File: src/rtl/alu_pkg.sv
// Shared ALU definitions: flag bit positions, flag vector type and mode encoding.
package alu_pkg;

  localparam int unsigned FLAG_W = 4;

  // Bit positions inside the {N,Z,C,V} flag vector
  localparam int unsigned FLAG_N = 3;
  localparam int unsigned FLAG_Z = 2;
  localparam int unsigned FLAG_C = 1;
  localparam int unsigned FLAG_V = 0;

  typedef logic [FLAG_W-1:0] alu_flags_t;

  // Adder operation encoding
  localparam logic ALU_MODE_ADD = 1'b0;
  localparam logic ALU_MODE_SUB = 1'b1;

endpackage : alu_pkg

File: src/rtl/alu_flag_gen.sv
// Combinational NZCV flag derivation from an adder result.
// Build option ALU_BORROW_FLAG_EN: when defined, C holds a borrow on subtraction
// (inverted carry); otherwise C is the raw carry in both modes.
module alu_flag_gen
  import alu_pkg::*;
#(
  parameter int unsigned WIDTH = 64
) (
  input  logic [WIDTH-1:0] result_i,
  input  logic             carry_i,
  input  logic             overflow_i,
  input  logic             mode_i,
  output alu_flags_t       flags_c
);

`ifndef ALU_BORROW_FLAG_EN
  // Mode only matters for the borrow-style carry
  logic unused_mode;
  assign unused_mode = mode_i;
`endif

  // Assemble {N,Z,C,V}
  always_comb begin
    flags_c         = '0;
    flags_c[FLAG_N] = result_i[WIDTH-1];
    flags_c[FLAG_Z] = (result_i == '0);
    flags_c[FLAG_V] = overflow_i;
`ifdef ALU_BORROW_FLAG_EN
    flags_c[FLAG_C] = (mode_i == ALU_MODE_SUB) ? ~carry_i : carry_i;
`else
    flags_c[FLAG_C] = carry_i;
`endif
  end

endmodule : alu_flag_gen

File: src/rtl/alu_result_stage.sv
// Registered output stage behind the add/sub unit: small result FIFO with
// valid/ready handshake, flags captured at push, architectural flags committed
// on pop. Build option ALU_BORROW_FLAG_EN selects borrow-style C (see alu_flag_gen).
module alu_result_stage
  import alu_pkg::*;
#(
  parameter int unsigned WIDTH = 64,
  parameter int unsigned DEPTH = 2
) (
  input  logic             clk,
  input  logic             rst_n,
  input  logic             in_valid,
  output logic             in_ready,
  input  logic [WIDTH-1:0] in_result,
  input  logic             in_carry,
  input  logic             in_overflow,
  input  logic             in_mode,
  input  logic             in_set_flags,
  input  logic             flush,
  output logic             out_valid,
  input  logic             out_ready,
  output logic [WIDTH-1:0] out_result,
  output logic [3:0]       out_flags,
  output logic [3:0]       flags_q
);

  localparam int unsigned PTR_W = (DEPTH > 1) ? $clog2(DEPTH) : 1;
  localparam int unsigned CNT_W = $clog2(DEPTH + 1);

  logic [PTR_W-1:0] wr_ptr_q, wr_ptr_d;
  logic [PTR_W-1:0] rd_ptr_q, rd_ptr_d;
  logic [CNT_W-1:0] count_q, count_d;
  alu_flags_t       flags_d;

  logic [WIDTH-1:0] data_mem [DEPTH];
  alu_flags_t       flg_mem  [DEPTH];
  logic             set_mem  [DEPTH];

  alu_flags_t       in_flags_c;
  logic             push_c;
  logic             pop_c;

  // Flags are computed once on the way in and stored with the result
  alu_flag_gen #(
    .WIDTH (WIDTH)
  ) u_flag_gen (
    .result_i   (in_result),
    .carry_i    (in_carry),
    .overflow_i (in_overflow),
    .mode_i     (in_mode),
    .flags_c    (in_flags_c)
  );

  assign in_ready   = (count_q != CNT_W'(DEPTH));
  assign out_valid  = (count_q != '0);
  assign push_c     = in_valid & in_ready;
  assign pop_c      = out_valid & out_ready;
  assign out_result = out_valid ? data_mem[rd_ptr_q] : '0;
  assign out_flags  = out_valid ? flg_mem[rd_ptr_q]  : '0;

  // Next-state for pointers, occupancy and committed flags; flush wins
  always_comb begin
    wr_ptr_d = wr_ptr_q;
    rd_ptr_d = rd_ptr_q;
    count_d  = count_q;
    flags_d  = flags_q;
    if (flush) begin
      wr_ptr_d = '0;
      rd_ptr_d = '0;
      count_d  = '0;
    end else begin
      if (push_c) begin
        wr_ptr_d = wr_ptr_q + PTR_W'(1);
      end
      if (pop_c) begin
        rd_ptr_d = rd_ptr_q + PTR_W'(1);
        if (set_mem[rd_ptr_q]) begin
          flags_d = flg_mem[rd_ptr_q];
        end
      end
      if (push_c && !pop_c) begin
        count_d = count_q + CNT_W'(1);
      end else if (!push_c && pop_c) begin
        count_d = count_q - CNT_W'(1);
      end
    end
  end

  // Control state registers
  always_ff @(posedge clk or negedge rst_n) begin
    if (!rst_n) begin
      wr_ptr_q <= '0;
      rd_ptr_q <= '0;
      count_q  <= '0;
      flags_q  <= '0;
    end else begin
      wr_ptr_q <= wr_ptr_d;
      rd_ptr_q <= rd_ptr_d;
      count_q  <= count_d;
      flags_q  <= flags_d;
    end
  end

  // Entry storage, no reset needed since it is masked while empty
  always_ff @(posedge clk) begin
    if (push_c && !flush) begin
      data_mem[wr_ptr_q] <= in_result;
      flg_mem[wr_ptr_q]  <= in_flags_c;
      set_mem[wr_ptr_q]  <= in_set_flags;
    end
  end

endmodule : alu_result_stage

File: config.mk
export PLATFORM = sky130hd
export DESIGN_NAME = alu_result_stage
export DESIGN_NICKNAME = d
export VERILOG_FILES = /design/src/rtl/alu_pkg.sv /design/src/rtl/alu_flag_gen.sv /design/src/rtl/alu_result_stage.sv
export SDC_FILE = /design/constraint.sdc
export NUM_CORES = 1
export LEC_CHECK = 0
export CORE_MARGIN = 5
export CORE_UTILIZATION = 33
export CTS_CLUSTER_SIZE = 40
export DETAILED_ROUTE_END_ITERATION = 8
export PLACE_DENSITY = 0.7
export SETUP_SLACK_MARGIN = 0.1
export SLEW_MARGIN = 40
export SYNTH_ARGS = -nofsm -noshare
export SYNTH_HDL_FRONTEND = slang
export SYNTH_SLANG_ARGS = --single-unit
File: constraint.sdc
create_clock -name clk -period 5.8 [get_ports clk]
set_clock_uncertainty 0.05 [all_clocks]
set_input_delay 1.45 -clock clk [delete_from_list [all_inputs] [get_ports clk]]
set_output_delay 1.45 -clock clk [all_outputs]
set_load 0.05 [all_outputs]
==> reports/metrics.cfg <==
[setup_path]
r2r_start = count_q[1]
r2r_cells = 5
endpoint_kind = output pin
crit_required_ns = 4.30
crit_start = rd_ptr_q
max_stage_delay_ns = 0.93
crit_buf_inv = 2
arrival_ns = 2.85
crit_cells = 4
critPathMaxFanout = 44
critical-path-slowest-cell = dfrtp_4
reg2reg_to = data_mem[1][23]
r2r_slack_ns = 3.72
endpoint = out_result[26]
crit_chain = buf_4 > mux2i_1 > nor2_1 > clkdlybuf4s50_1
critical_path.top_delay_family = buffers and inverters
worstSetupPathType = flip-flop to output pin
startpoint_type = flip-flop

[placement]
gp_congestion = 0.781
dpl.hpwl_um = 8720
portBuffers = 145
pre_cts_ws_ns = 1.83

[pwr]
peakVddDrop_mv = 0.184
power_mw = 2.71
internal_power_mw = 1.97
p_clk_frac = 0.374
netSwitchingFraction = 0.271
netSwitchingPower_mw = 0.733
comb_power_share = 0.176
leakage_nw = 2.60
seq_power_share = 0.450
powerDensity_nw_per_um2 = 341

[timing]
min_period_over_period = 0.750
worst_slew_pin_slew_ns = 0.775
finalCriticalPeriod_ns = 4.35
fin_ws_ns = 1.45
rsz0062_at_grt = no
tns_ns = 0
hold_violations = 0
finalSetupViolations = 0
slew_violations = 0
fmaxAchievable_mhz = 230
max_slew_margin = 0.483

[logic_synthesis]
mappedNetlistArea_um2 = 5640
syn-num-nets = 421
yosysSeqAreaShare = 0.760
synth-seq-cells = 144
synth-edff-count = 136
synth_flop_cell = edfxtp_1
synth_cell_types = 26
yosys_warnings = 0
async_flop_share = 0.0556
avgSynthCellArea_um2 = 16.2
syn_inst = 348

[die]
ios = 147
fp.dieArea_um2 = 19800
die_height_um = 141
initial_utilization = 0.338
core_um2 = 16700
die_w_um = 141
rows = 47

[finish]
layout_commonest_cell = clkdlybuf4s50_1
area_growth_pct = 40.6
final_cell_mix = 145 x clkdlybuf4s50_1, 136 x edfxtp_1, 73 x mux2i_1
n_antenna_cell = 0
layout-drive-gt1-share = 0.0814
nNetsFinal = 576

[clock_network]
cts_tree = yes
clkTransAtPathRegs_ns = 0.06
clk_latency_ns = 0.41
post-cts-setup-buffer-count = 0
cts_buffers = 17
cts-resized-gates = 0
postCtsHoldBufs = 0
root_buffer = clkbuf_16
clock_sinks = 144
h-tree-depth = 4
clock_path_buffers = 2

[global_routing]
grt_remaining_overflow = 0
grt_pass1_vias = 3705
grtUsageMet1 = 0.164
gr-usage-met2 = 0.218
grt_util_met3 = 0.0393
grt_antenna_before_repair = 0
top_usage_layer = met2
grt_start_max_net_pins = 69
grt_usage = 0.132
grt_pass1_wl_um = 20000

[route]
drcViolationCount = 0
antenna_left = 0
drt_wl_total_um = 12900
drt-wirelength-per-cell_um = 17.5
viasPerCell = 4.61
drtPass1Iterations = 4
vias = 3395
drt_iter0_drc = 167

[job]
drv_cap = 0

[min_path]
hp-class = flip-flop to flip-flop
hp-start = flags_q[1]

[outcome]
status = finished clean

## registers in the layout, summed over array words and instances, names as in the netlist
name      cells
flags_q       4
rd_ptr_q      1
count_q       2
set_mem       2
flg_mem       7
data_mem    127
wr_ptr_q      1
## through the flow
stage | utilization | instance area, µm² | instances | hold WS (ns)
2_1_floorplan | - | 5650 | 348 | 0.477
3_5_place_dp | 0.442 | 7380 | 704 | 0.474
6_report | 0.475 | 7930 | 736 | 0.475
3_3_place_gp | 0.441 | 7360 | 703 | 0.463
5_1_grt | 0.475 | 7930 | 736 | 0.495
4_1_cts | 0.475 | 7930 | 736 | 0.483
## worst min-delay path by stage
stage	endpoint	slack, ns	depth (start not counted)
final	flags_q[1]	0.48	2
after global placement	flags_q[1]	0.46	2
after global routing	flags_q[1]	0.50	2
after detailed placement	flags_q[1]	0.47	2
after floorplan	flags_q[0]	0.48	2
after CTS	flags_q[1]	0.48	2
## cells by family after synthesis
family / Yosys count / share of synthesized area
AOI/OAI and AO/OA: 8 / 0.00799
xor gates and xnor gates: 1 / 0.00155
buffers and inverters: 23 / 0.0204
DFF: 144 / 0.760
muxes: 73 / 0.130
and+or+nand+nor: 99 / 0.0810
## worst register-to-register path, delay by kind of cell, from the launching register on
kind,cells,cell delay [ns]
flip-flops,1,0.46
buffers and inverters,2,0.59
AND/OR/NAND/NOR,3,0.58
## per-layer routing
| layer | wire length (µm) | part of all wire | up-vias |
|---|---|---|---|
| li1 | - | - | 1623 |
| met1 | 5570 | 0.43 | 1659 |
| met2 | 6380 | 0.50 | 100 |
| met3 | 734 | 0.057 | 13 |
| met4 | 201 | 0.016 | 0 |
| met5 | 0 | 0 | - |
## power groups by stage
stage | sequential [mW] | clock (mW) | combinational [mW]
after floorplan | 1.26 | 0 | 0.263
after global placement | 1.24 | 0 | 0.474
after detailed placement | 1.24 | 0 | 0.481
after CTS | 1.22 | 1.04 | 0.483
after global routing | 1.22 | 1.08 | 0.502
final | 1.22 | 1.01 | 0.476
## area by class of cell
class | instances | area (µm²)
well taps | 220 | 275
fillers | 1455 | 8770
repair buffers | 152 | 1520
clock inverters | 8 | 52.6
inverters | 7 | 26.3
clock buffers | 24 | 504
flip-flops and latches | 144 | 4290
multi-input cells | 181 | 1270
## cell usage after synthesis, drive strengths merged, types with 2 or more instances
cell type  instances  share of area
edfxtp           136           0.72
nor3               2         0.0038
mux2i             73           0.13
nor2              69          0.046
nor4              17          0.019
a21oi              4         0.0035
o21ai              2         0.0018
nor3b              2         0.0027
dfrtp              8          0.035
buf               12          0.013
nand4              4         0.0044
clkbuf             4         0.0027
inv                7         0.0047
Note: power is estimated with default switching activity, not from simulation.
